===== config.mk =====
export PLATFORM = sky130hd
export DESIGN_NAME = shift_seq_ctrl
export DESIGN_NICKNAME = d
export VERILOG_FILES = /design/src/rtl/shift_seq_ctrl_pkg.sv /design/src/rtl/shift_seq_ctrl_counter.sv /design/src/rtl/shift_seq_ctrl.sv
export SDC_FILE = /design/constraint.sdc
export NUM_CORES = 1
export LEC_CHECK = 0
export BUFFER_PORTS_ARGS = -buffer_cell sky130_fd_sc_hd__buf_2
export CAP_MARGIN = 20
export CORE_MARGIN = 3
export CORE_UTILIZATION = 32
export DETAILED_ROUTE_END_ITERATION = 10
export GPL_TIMING_DRIVEN = 0
export PLACE_DENSITY = 0.69
export SLEW_MARGIN = 30
export SYNTH_ARGS = -nofsm -noshare
export SYNTH_HDL_FRONTEND = slang
export SYNTH_SLANG_ARGS = --single-unit

===== constraint.sdc =====
create_clock -name clk -period 1.9 [get_ports clk]
set_input_delay 0.095 -clock clk [delete_from_list [all_inputs] [get_ports clk]]
set_output_delay 0.095 -clock clk [all_outputs]
set_load 0.01 [all_outputs]

===== src/rtl/shift_seq_ctrl_pkg.sv =====
// Shared definitions for the shift-register sequencer.
//   - Register mode-select encodings driven onto {s1,s0}.
//   - Command opcode encodings carried on cmd_op.
//   - Sequencer state encoding, also visible on the dbg_state port.
//   - shift_sel(): maps a shift direction to its mode select.
package shift_seq_ctrl_pkg;

  // Mode select of the attached 4-bit universal shift register.
  localparam logic [1:0] SEL_HOLD = 2'b00;
  localparam logic [1:0] SEL_SHR  = 2'b01;
  localparam logic [1:0] SEL_SHL  = 2'b10;
  localparam logic [1:0] SEL_LOAD = 2'b11;

  // Command opcodes.
  localparam logic [1:0] OP_TX   = 2'b00;
  localparam logic [1:0] OP_RX   = 2'b01;
  localparam logic [1:0] OP_ROT  = 2'b10;
  localparam logic [1:0] OP_LOAD = 2'b11;

  // Sequencer states.
  typedef enum logic [1:0] {
    S_IDLE  = 2'b00,
    S_LOAD  = 2'b01,
    S_SHIFT = 2'b10,
    S_DONE  = 2'b11
  } state_t;

  // dir = 0 shifts toward bit 0 (right), dir = 1 toward the MSB (left).
  function automatic logic [1:0] shift_sel(input logic dir);
    return dir ? SEL_SHL : SEL_SHR;
  endfunction

endpackage


===== src/rtl/shift_seq_ctrl_counter.sv =====
// shift_bit_counter: down-counter that times the shift run.
// Ports:
//   clk      in   clock
//   clear    in   synchronous active-low clear (count -> 0)
//   load     in   load load_val (wins over dec)
//   dec      in   decrement by one; saturates at 0
//   load_val in   CNT_W  value to load
//   count    out  CNT_W  current count
//   last     out  high while count == 1, i.e. in the final shift cycle
module shift_bit_counter #(
  parameter int CNT_W = 3
) (
  input  logic             clk,
  input  logic             clear,
  input  logic             load,
  input  logic             dec,
  input  logic [CNT_W-1:0] load_val,
  output logic [CNT_W-1:0] count,
  output logic             last
);

  always_ff @(posedge clk) begin
    if (!clear) begin
      count <= '0;
    end else if (load) begin
      count <= load_val;
    end else if (dec && (count != '0)) begin
      count <= count - 1'b1;
    end
  end

  assign last = (count == CNT_W'(1));

endmodule


===== src/rtl/shift_seq_ctrl.sv =====
// shift_seq_ctrl: command-driven sequencer for a 4-bit universal shift
// register (select 00 hold, 01 shift right, 10 shift left, 11 load).
//
// A command is latched in IDLE, the register is preset in LOAD (one cycle),
// then cmd_len shift cycles run in SHIFT with the serial fill bit chosen by
// the opcode (TX fills 0, RX fills ser_in, ROT recirculates ser_out). The
// final register value is offered in DONE until taken.
//
// Handshakes: a transfer happens on a rising clk edge where both valid and
// ready are high. cmd_ready is high only in IDLE and does not depend on
// cmd_valid; done_valid stays high with done_data stable until done_ready.
//
// Ports:
//   clk, clear            clock; synchronous active-low reset
//   cmd_valid/cmd_ready   command handshake
//   cmd_op, cmd_dir       opcode (TX/RX/ROT/LOAD_ONLY), 0 = right, 1 = left
//   cmd_len, cmd_data     shift count (0 legal), preset value
//   s1, s0, i_par         register mode select and parallel input
//   msb, lsb              register serial fill inputs
//   reg_q                 register parallel output
//   ser_in, ser_out       serial receive / transmit bit
//   ser_en                high in every shift cycle
//   done_valid/done_ready result handshake, done_data = reg_q
//   dbg_state             current sequencer state
module shift_seq_ctrl
  import shift_seq_ctrl_pkg::*;
#(
  parameter int WIDTH = 4,
  parameter int CNT_W = 3
) (
  input  logic             clk,
  input  logic             clear,
  input  logic             cmd_valid,
  output logic             cmd_ready,
  input  logic [1:0]       cmd_op,
  input  logic             cmd_dir,
  input  logic [CNT_W-1:0] cmd_len,
  input  logic [WIDTH-1:0] cmd_data,
  output logic             s1,
  output logic             s0,
  output logic [WIDTH-1:0] i_par,
  output logic             msb,
  output logic             lsb,
  input  logic [WIDTH-1:0] reg_q,
  input  logic             ser_in,
  output logic             ser_out,
  output logic             ser_en,
  output logic             done_valid,
  output logic [WIDTH-1:0] done_data,
  input  logic             done_ready,
  output logic [1:0]       dbg_state
);

  state_t           state;
  state_t           state_next;

  // Command fields captured at acceptance; cmd_* is ignored afterwards.
  logic [1:0]       op_q;
  logic             dir_q;
  logic [CNT_W-1:0] len_q;
  logic [WIDTH-1:0] data_q;

  logic             accept;
  logic             cnt_load;
  logic             cnt_dec;
  logic [CNT_W-1:0] cnt_val;
  logic             cnt_last;
  logic [1:0]       sel;
  logic             fill;

  assign accept = cmd_valid && (state == S_IDLE);

  shift_bit_counter #(
    .CNT_W (CNT_W)
  ) u_cnt (
    .clk      (clk),
    .clear    (clear),
    .load     (cnt_load),
    .dec      (cnt_dec),
    .load_val (len_q),
    .count    (cnt_val),
    .last     (cnt_last)
  );

  // State register and command capture.
  always_ff @(posedge clk) begin
    if (!clear) begin
      state  <= S_IDLE;
      op_q   <= OP_TX;
      dir_q  <= 1'b0;
      len_q  <= '0;
      data_q <= '0;
    end else begin
      state <= state_next;
      if (accept) begin
        op_q   <= cmd_op;
        dir_q  <= cmd_dir;
        len_q  <= cmd_len;
        data_q <= cmd_data;
      end
    end
  end

  // Next state and counter control.
  always_comb begin
    state_next = state;
    cnt_load   = 1'b0;
    cnt_dec    = 1'b0;
    case (state)
      S_IDLE: begin
        if (cmd_valid) state_next = S_LOAD;
      end
      S_LOAD: begin
        cnt_load = 1'b1;
        if ((op_q == OP_LOAD) || (len_q == '0)) state_next = S_DONE;
        else                                    state_next = S_SHIFT;
      end
      S_SHIFT: begin
        cnt_dec = 1'b1;
        // The count==0 term only guards against an inconsistent counter;
        // normally the run ends on the last flag after exactly len cycles.
        if (cnt_last || (cnt_val == '0)) state_next = S_DONE;
      end
      S_DONE: begin
        if (done_ready) state_next = S_IDLE;
      end
      default: state_next = S_IDLE;
    endcase
  end

  // Outputs decoded from the state register only.
  always_comb begin
    sel        = SEL_HOLD;
    ser_en     = 1'b0;
    done_valid = 1'b0;
    cmd_ready  = 1'b0;
    case (state)
      S_IDLE:  cmd_ready = 1'b1;
      S_LOAD:  sel = SEL_LOAD;
      S_SHIFT: begin
        sel    = shift_sel(dir_q);
        ser_en = 1'b1;
      end
      S_DONE:  done_valid = 1'b1;
      default: sel = SEL_HOLD;
    endcase
  end

  assign s1        = sel[1];
  assign s0        = sel[0];
  assign i_par     = data_q;
  assign dbg_state = state;

  // The bit leaving the register is the one at the end being shifted out.
  assign ser_out   = dir_q ? reg_q[WIDTH-1] : reg_q[0];
  assign done_data = reg_q;

  // Fill only the end that receives new data; the other end stays 0.
  always_comb begin
    fill = 1'b0;
    msb  = 1'b0;
    lsb  = 1'b0;
    case (op_q)
      OP_RX:   fill = ser_in;
      OP_ROT:  fill = ser_out;
      default: fill = 1'b0;
    endcase
    if (state == S_SHIFT) begin
      if (dir_q) lsb = fill;
      else       msb = fill;
    end
  end

endmodule


==> metrics.cfg, run 1 <==
[outcome]
outcome=finished, final reports clean

[route]
drc_errors=0
drtIter0Drc=23
vias_per_cell=4.799
ant_nets=0
drt-total-wl_microns=2004
firstDrtPassIters=4
wl_per_cell_microns=11.52
vias=835

[clocking]
clk_latency_ns=0.28
cts_root_buf=clkbuf_4
clkTransAtPathRegs_ns=0.09
cts_buffers=3
cts_tree=yes
clock-sinks=15
cts_max_level=1
cts_max_path_buffers=2
cts_resized=0

[flow_run]
cap_violations=0

[floorplanning]
io_pins=37
die_w_microns=58.84
num_rows=18
dieArea_sq_mm=0.003462
die_h_microns=58.84
start_util=0.3480
core_sq_mm=0.002567

[sta]
timing.fmax_mhz=581.3
rsz0062_at_grt=false
slew_headroom=0.6886
setup_tns_ns=0
finalSetupViolCount=0
finalCriticalPeriod_ns=1.720
finalHoldViolCount=0
worst_pin_slew_ns=0.4671
fin_crit_sh=0.9054
maxSlewViolCount=0
worst_clock_skew_ns=0.006265

[layout]
drive_above_1_share=0.3056
stdcell_area_sq_mm=0.001135
layout_common_cells=34 x buf_2, 24 x nand2_1, 15 x dfxtp_1
final_common_cell=buf_2
antennaDiodeCount=0
final_nets=175
area_growth_pct=27.03
final_util=0.4420
post_layout_nonfiller_instances=174

[yosys]
synthesis.area_sq_um=893.4
synth-seq-area-share=0.3361
synth.top_cell.area_share=0.3361
yosys-top-cells-area=dfxtp_1 34%, ha_1 15%, nand2_1 10%
synth_nets=135
syn_avg_cell_area_sq_um=8.508
ys.flop_type=dfxtp_1
synth_compound_area_frac=0.2031
synthSimpleGateAreaFrac=0.1751
postSynthCellCount=105
synthArstFlopShare=0
synth_top_family_by_area=compound AO/OA/AOI/OAI gates
synthDistinctLibCells=28
muxShareOfSynthArea=0.02381
yosys.area.top_type=dfxtp_1
synth_warnings=0
ys_seq_elements=15
synth_fa_ha_area_frac=0.1541
synth-xor-area-share=0.01961
synth_edf_count=0

[setup_path]
cp.arrival_ns=1.90
critPathLaunchType=flop
crit_required_ns=2.08
r2r.worst_path.cells=7
cp-end-kind=flop
critPathKind=flop to flop
critical_path.max_fanout=9

[grt]
grt-ovfl-total=0
antenna_found_initial=0
grt_max_degree=11
grt_pass1_vias=803
grt_pass1_wl_microns=3291
grt_usage=0.1213

[pwr]
vdd_drop_max_mv=0.8497
power.density_mw_per_mm2=1223
p_leak_nw=0.5457

[place]
place.gp.congestion=0.7146
placed_cells=169
placed_cell_area_sq_mm=0.001101
port_buffers=34
hpwl_microns=1600

[min_path]
hold_path_class=primary input to flop
hold_depth=3

==> metal layers <==
metal / up-vias / share of wire / global-route usage
li1: 425 / - / -
met1: 378 / 0.43 / 0.1364
met2: 28 / 0.49 / 0.2224
met3: 4 / 0.071 / 0.02193
met4: 0 / 0.015 / 0.04854
met5: - / 0 / 0
==> worst max-delay path: stages (launching register included) <==
cell and delay, ns:
dfxtp_1 0.41, inv_1 0.11, ha_1 0.23, buf_4 0.17
a222oi_1 0.28, buf_4 0.19, a21oi_1 0.06, a31o_1 0.18
==> cells by family (layout without fill, tap and decap cells) <==
| group | count (synthesis) | count (layout) |
|---|---|---|
| multiplexers | 2 | 2 |
| AO/OA/AOI/OAI | 25 | 25 |
| AND/OR/NAND/NOR | 34 | 34 |
| flip-flops | 15 | 15 |
| XOR/XNOR | 2 | 2 |
| buffers and inverters | 16 | 55 |
| adder cells (fa/ha/maj) | 11 | 11 |
==> path summary, 6_finish.rpt <==
kind / startpoint / to / slack, ns
setup / recovery: dbg_state[0] / dbg_state[0] / 0.18
hold / removal: cmd_len[1] / len_q[1] / 0.06
setup reg to reg: dbg_state[0] / dbg_state[0] / 0.18
hold reg to reg: i_par[3] / i_par[3] / 0.47
==> metrics by stage <==
stage | worst slack [ns] | hold WS, ns | power (mW)
after floorplan | 0.1011 | 0.2399 | 0.9752
after detailed placement | 0.03159 | 0.3520 | 1.202
final | 0.1797 | 0.06060 | 1.388
after global routing | 0.08606 | 0.05060 | 1.528
after CTS | 0.02179 | 0.05302 | 1.384
after global placement | 0.1095 | 0.3451 | 1.169
==> layout make-up <==
type / instances / area, sq um
clock buffer: 4 / 26.28
multi-input combinational: 74 / 514.2
fill: 262 / 1433
tap: 30 / 37.54
sequential: 15 / 300.3
inverter: 9 / 33.78
timing repair buffer: 35 / 177.7
buffer: 7 / 45.04
==> synthesized netlist by cell type (2+ instances only) <==
master	number
inv_1	9
nand2_1	24
nand2b_1	3
o21ai_0	2
clkbuf_1	2
dfxtp_1	15
a21oi_1	4
ha_1	11
a21boi_0	11
nor2b_1	2
buf_4	5
==> registers in the layout (all words and copies together) (netlist names) <==
register and cells:
dbg_state 2, op_q 2, i_par 4, dir_q 1
len_q 3, u_cnt.count 3
==> report_power, final <==
group	leakage, nW	switching, mW	internal [mW]
combinational	0.408	0.404	0.330
clock	0.0150	0.0973	0.0813
sequential	0.123	0.0771	0.399
==> repair_timing <==
item | in CTS | in global routing
setup buffers | 0 | 1
setup endpoints to repair | 0 | 2
hold buffers | 0 | 0
Power figures use the tool's default switching activity.
==> run 2, diff against run 1 <==
- CORE_UTILIZATION: 32 -> 46
- PLACE_DENSITY: 0.69 -> 0.89
==> metrics.cfg, run 2 (synthesized netlist as in run 1, its figures left out) <==
[floorplanning]
num_rows=15
core_sq_mm=0.001783
die_w_microns=50.07
dieArea_sq_mm=0.002507
start_util=0.5011
die_h_microns=50.07
io_pins=37

[sta]
worst_clock_skew_ns=0.001387
fin_crit_sh=0.9191
finalCriticalPeriod_ns=1.746
rsz0062_at_grt=false
setup_tns_ns=0
finalSetupViolCount=0
worst_pin_slew_ns=0.4520
timing.fmax_mhz=572.7
whs_ns=0.05912
maxSlewViolCount=0
slew_headroom=0.6987
worst_slack_ns=0.1537
finalHoldViolCount=0

[clocking]
cts_buffers=3
clock-sinks=15
cts_tree=yes
cts_root_buf=clkbuf_4
cts_max_path_buffers=2
clk_latency_ns=0.27
cts_resized=0
clkTransAtPathRegs_ns=0.09
cts_max_level=1

[setup_path]
slowest_stage=dfxtp_1
critPathLaunchType=flop
cp.arrival_ns=1.92
critPathKind=flop to flop
critPathMostFrequentCell=buf_4
cp_top_family=buffers and inverters
worst-path-buf-inv=3
crit_chain=inv_1, ha_1, buf_4, a222oi_1, buf_4, mux2i_1, nor2b_1
crit_required_ns=2.07
cp-end-kind=flop
critical_path.max_fanout=9
slowest_delay_ns=0.40

[pwr]
p_sw_mw=0.5842
internal-power_mw=0.8102
p_total_mw=1.394
power.density_mw_per_mm2=1236
p_leak_nw=0.5457
clkPwrFrac=0.128
vdd_drop_max_mv=0.6542
combinationalPowerShare=0.533
p_sw_frac=0.4190
seqPwrFrac=0.340

[grt]
grt_max_degree=11
grt_usage=0.1768
antenna_found_initial=0
grt_pass1_wl_microns=3491
grt_pass1_vias=782
grt-ovfl-total=0

[layout]
multi_input_area_sq_um=514.2
fillerInstances=168
area_growth_pct=26.33
final_util=0.6330
drive_above_1_share=0.3056
regArea_sq_um=300.3
largest_reg_flops=4
antennaDiodeCount=0
final_common_cell=buf_2
layout_common_cells=34 x buf_2, 24 x nand2_1, 15 x dfxtp_1
final_nets=175
stdcell_area_sq_mm=0.001129
post_layout_nonfiller_instances=169

[flow_run]
cap_violations=0

[place]
place_ws_ns=0.02359
hpwl_microns=1645
place.gp.congestion=0.7897
port_buffers=34
placed_cell_area_sq_mm=0.001095
placed_cells=164

[route]
wl_per_cell_microns=11.85
drc_errors=0
ant_nets=0
vias=825
drtIter0Drc=13
vias_per_cell=4.882
firstDrtPassIters=6
drt-total-wl_microns=2002

[outcome]
outcome=finished, final reports clean

[min_path]
hold_path_class=primary input to flop

run 2: cell counts in the layout (fill, tap and decap cells not counted):
Identical to the previous run, type by type.
run 2: layer usage:
layer	part of all wire	wire length, microns	global-route usage	vias up
li1	-	-	-	423
met3	0.048	96	0.01813	2
met2	0.54	1073	0.3304	27
met4	0.0090	18	0.05530	0
met1	0.41	813	0.2055	373
met5	0	0	0	-
run 2: tightest hold or removal path, cell delays in order:
cell	delay, ns
buf_2	0.09
nand2_1	0.04
a21boi_0	0.06
run 2: power by group through the flow:
stage          registers (mW)  clock network, mW  logic (mW)
2_1_floorplan           0.485                  0       0.491
3_3_place_gp            0.475                  0       0.680
3_5_place_dp            0.481                  0       0.733
4_1_cts                 0.474              0.187       0.735
5_1_grt                 0.489              0.201       0.838
6_report                0.474              0.178       0.743
run 2: worst paths after layout:
| path | cells past startpoint | slack (ns) | startpoint | to |
|---|---|---|---|---|
| setup / recovery | 7 | 0.15 | dbg_state[0] | dbg_state[1] |
| hold reg to reg | 2 | 0.47 | i_par[3] | i_par[3] |
| setup reg to reg | 7 | 0.15 | dbg_state[0] | dbg_state[1] |
| hold / removal | 3 | 0.06 | cmd_data[0] | i_par[0] |
run 2: area by class of cell:
| class | count | area share |
|---|---|---|
| tap | 25 | 0.02772 |
| multi-input combinational | 74 | 0.4557 |
| timing repair buffer | 35 | 0.1574 |
| buffer | 7 | 0.03991 |
| inverter | 9 | 0.02993 |
| clock buffer | 4 | 0.02328 |
| sequential | 15 | 0.2661 |
run 2: timing repair:
action,in CTS,in global routing
endpoints found under the setup margin,0,2
buffers inserted,0,1
hold buffers,0,0
==> run 3, diff against run 2 <==
- ABC_AREA: unset -> 1
==> metrics.cfg, run 3 <==
[outcome]
outcome=finished, final reports clean

[grt]
grt_usage=0.1639
antenna_found_initial=0
grt_pass1_wl_microns=3291
grt-ovfl-total=0
grt_max_degree=11
grt_pass1_vias=813

[layout]
area_growth_pct=25.45
fillerInstances=173
multi_input_area_sq_um=499.2
layout_common_cells=36 x buf_2, 20 x nor2_1, 16 x inv_1
regArea_sq_um=300.3
final_nets=189
final_common_cell=buf_2
final_util=0.6365
drive_above_1_share=0.3354
antennaDiodeCount=0
largest_reg_flops=4

[sta]
finalSetupViolCount=0
worst_clock_skew_ns=0.0009899
fin_crit_sh=0.8702
rsz0062_at_grt=false
timing.fmax_mhz=604.8
slew_headroom=0.8233
setup_tns_ns=0
maxSlewViolCount=0
finalHoldViolCount=0
finalCriticalPeriod_ns=1.653
worst_pin_slew_ns=0.2651

[floorplanning]
dieArea_sq_mm=0.002535
die_h_microns=50.35
num_rows=15
core_sq_mm=0.001783
die_w_microns=50.35
io_pins=37
start_util=0.5074

[yosys]
yosysMostFrequentCell=nor2_1
synth_warnings=0
synth_nets=150
synth.top_cell.area_share=0.3320
synthDistinctLibCells=23
synth_top_family_by_area=simple AND/OR/NAND/NOR gates
ys_seq_elements=15
ys.flop_type=dfxtp_1
muxShareOfSynthArea=0
syn_avg_cell_area_sq_um=7.538
synth_fa_ha_area_frac=0.1521
yosys.area.top_type=dfxtp_1
synthArstFlopShare=0
yosys-top-cells-count=20 x nor2_1, 16 x inv_1, 15 x dfxtp_1
postSynthCellCount=120
synth-seq-area-share=0.3320
yosys-top-cells-area=dfxtp_1 33%, ha_1 15%, nor2_1 8.3%
synth_edf_count=0
synthSimpleGateAreaFrac=0.1978
synthesis.area_sq_um=904.6
synth_compound_area_frac=0.1895
synth-xor-area-share=0.009682

[pwr]
p_total_mw=1.436
p_sw_frac=0.4431
p_sw_mw=0.6364
clkPwrFrac=0.122
p_leak_nw=0.5837
internal-power_mw=0.8000
combinationalPowerShare=0.532
power.density_mw_per_mm2=1266
seqPwrFrac=0.345
vdd_drop_max_mv=0.6906

[setup_path]
critical_path.max_fanout=6
cp-end-kind=output pin
critPathKind=flop to output pin
critPathLaunchType=flop
crit_required_ns=1.80
cp.arrival_ns=1.56

[flow_run]
cap_violations=0

[route]
drc_errors=0
ant_nets=0
drtIter0Drc=14
firstDrtPassIters=4
wl_per_cell_microns=10.72
vias=883
drt-total-wl_microns=1961
vias_per_cell=4.825

[min_path]
hold_path_class=primary input to flop

[clocking]
clock-sinks=15
clk_latency_ns=0.27
cts_root_buf=clkbuf_4
cts_max_level=1
cts_buffers=3
cts_max_path_buffers=2
cts_tree=yes
post-cts-setup-buffers=0
clkTransAtPathRegs_ns=0.08

[place]
hpwl_microns=1642
port_buffers=34
place.gp.congestion=0.7439

-- run 3: changes by cell type after synthesis, moves of 3 or more --
cell	delta
nor2_1	+20
a21oi_1	+5
o21ai_1	+10
nand2b_1	-3
inv_1	+7
a21boi_0	-11
nand2_1	-11
-- run 3: kinds of logic after synthesis --
logic type      Yosys count
compound gates           29
xor+xnor                  1
fa+ha+maj                11
buf+inv                  24
flops                    15
simple gates             40
-- run 3: area by class of cell --
cell class	count	share of cell area
buffer	6	0.03528
multi-input combinational	81	0.4399
inverter	18	0.05954
clock buffer	4	0.02315
tap	25	0.02756
timing repair buffer	34	0.1499
sequential	15	0.2646
-- run 3: timing repair --
item / CTS / global route
hold buffers: 0 / 0
setup endpoints to repair: 0 / 1
resized for setup: 0 / 1
-- run 3: final timing paths --
check	end	slack (ns)	startpoint	depth (start not counted)
max	s0	0.25	dbg_state[0]	6
min	len_q[2]	0.05	cmd_len[2]	3
max reg2reg	i_par[2]	0.51	dbg_state[0]	6
min reg2reg	len_q[1]	0.48	len_q[1]	2
-- run 3: critical path, stage by stage (launching register included) --
cell,delay [ns]
dfxtp_1,0.37
inv_1,0.12
ha_2,0.27
inv_1,0.06
or2_1,0.22
a21oi_1,0.11
buf_2,0.14
-- run 3: metrics by stage --
stage | hold WS (ns) | instance area [sq um] | worst slack (ns) | cells
2_1_floorplan | 0.2334 | 904.6 | 0.5218 | 120
3_3_place_gp | 0.3322 | 1106 | 0.5191 | 179
3_5_place_dp | 0.3356 | 1106 | 0.4692 | 179
4_1_cts | 0.04717 | 1132 | 0.1602 | 183
5_1_grt | 0.06521 | 1135 | 0.07541 | 183
6_report | 0.05375 | 1135 | 0.2466 | 183
-- run 3: metal layers --
layer	up-vias	track usage	share of wire
met1	390	0.1894	0.43
met4	0	0.05830	0.016
met5	-	0	0
met3	4	0.03264	0.091
met2	37	0.2957	0.47
li1	452	-	-
-- run 3: power by group through the flow --
stage          registers (mW)  clock network [mW]  logic, mW
2_1_floorplan           0.506                   0      0.542
3_3_place_gp            0.495                   0      0.722
3_5_place_dp            0.503                   0      0.763
4_1_cts                 0.496               0.181      0.767
5_1_grt                 0.512               0.198      0.869
6_report                0.496               0.176      0.764
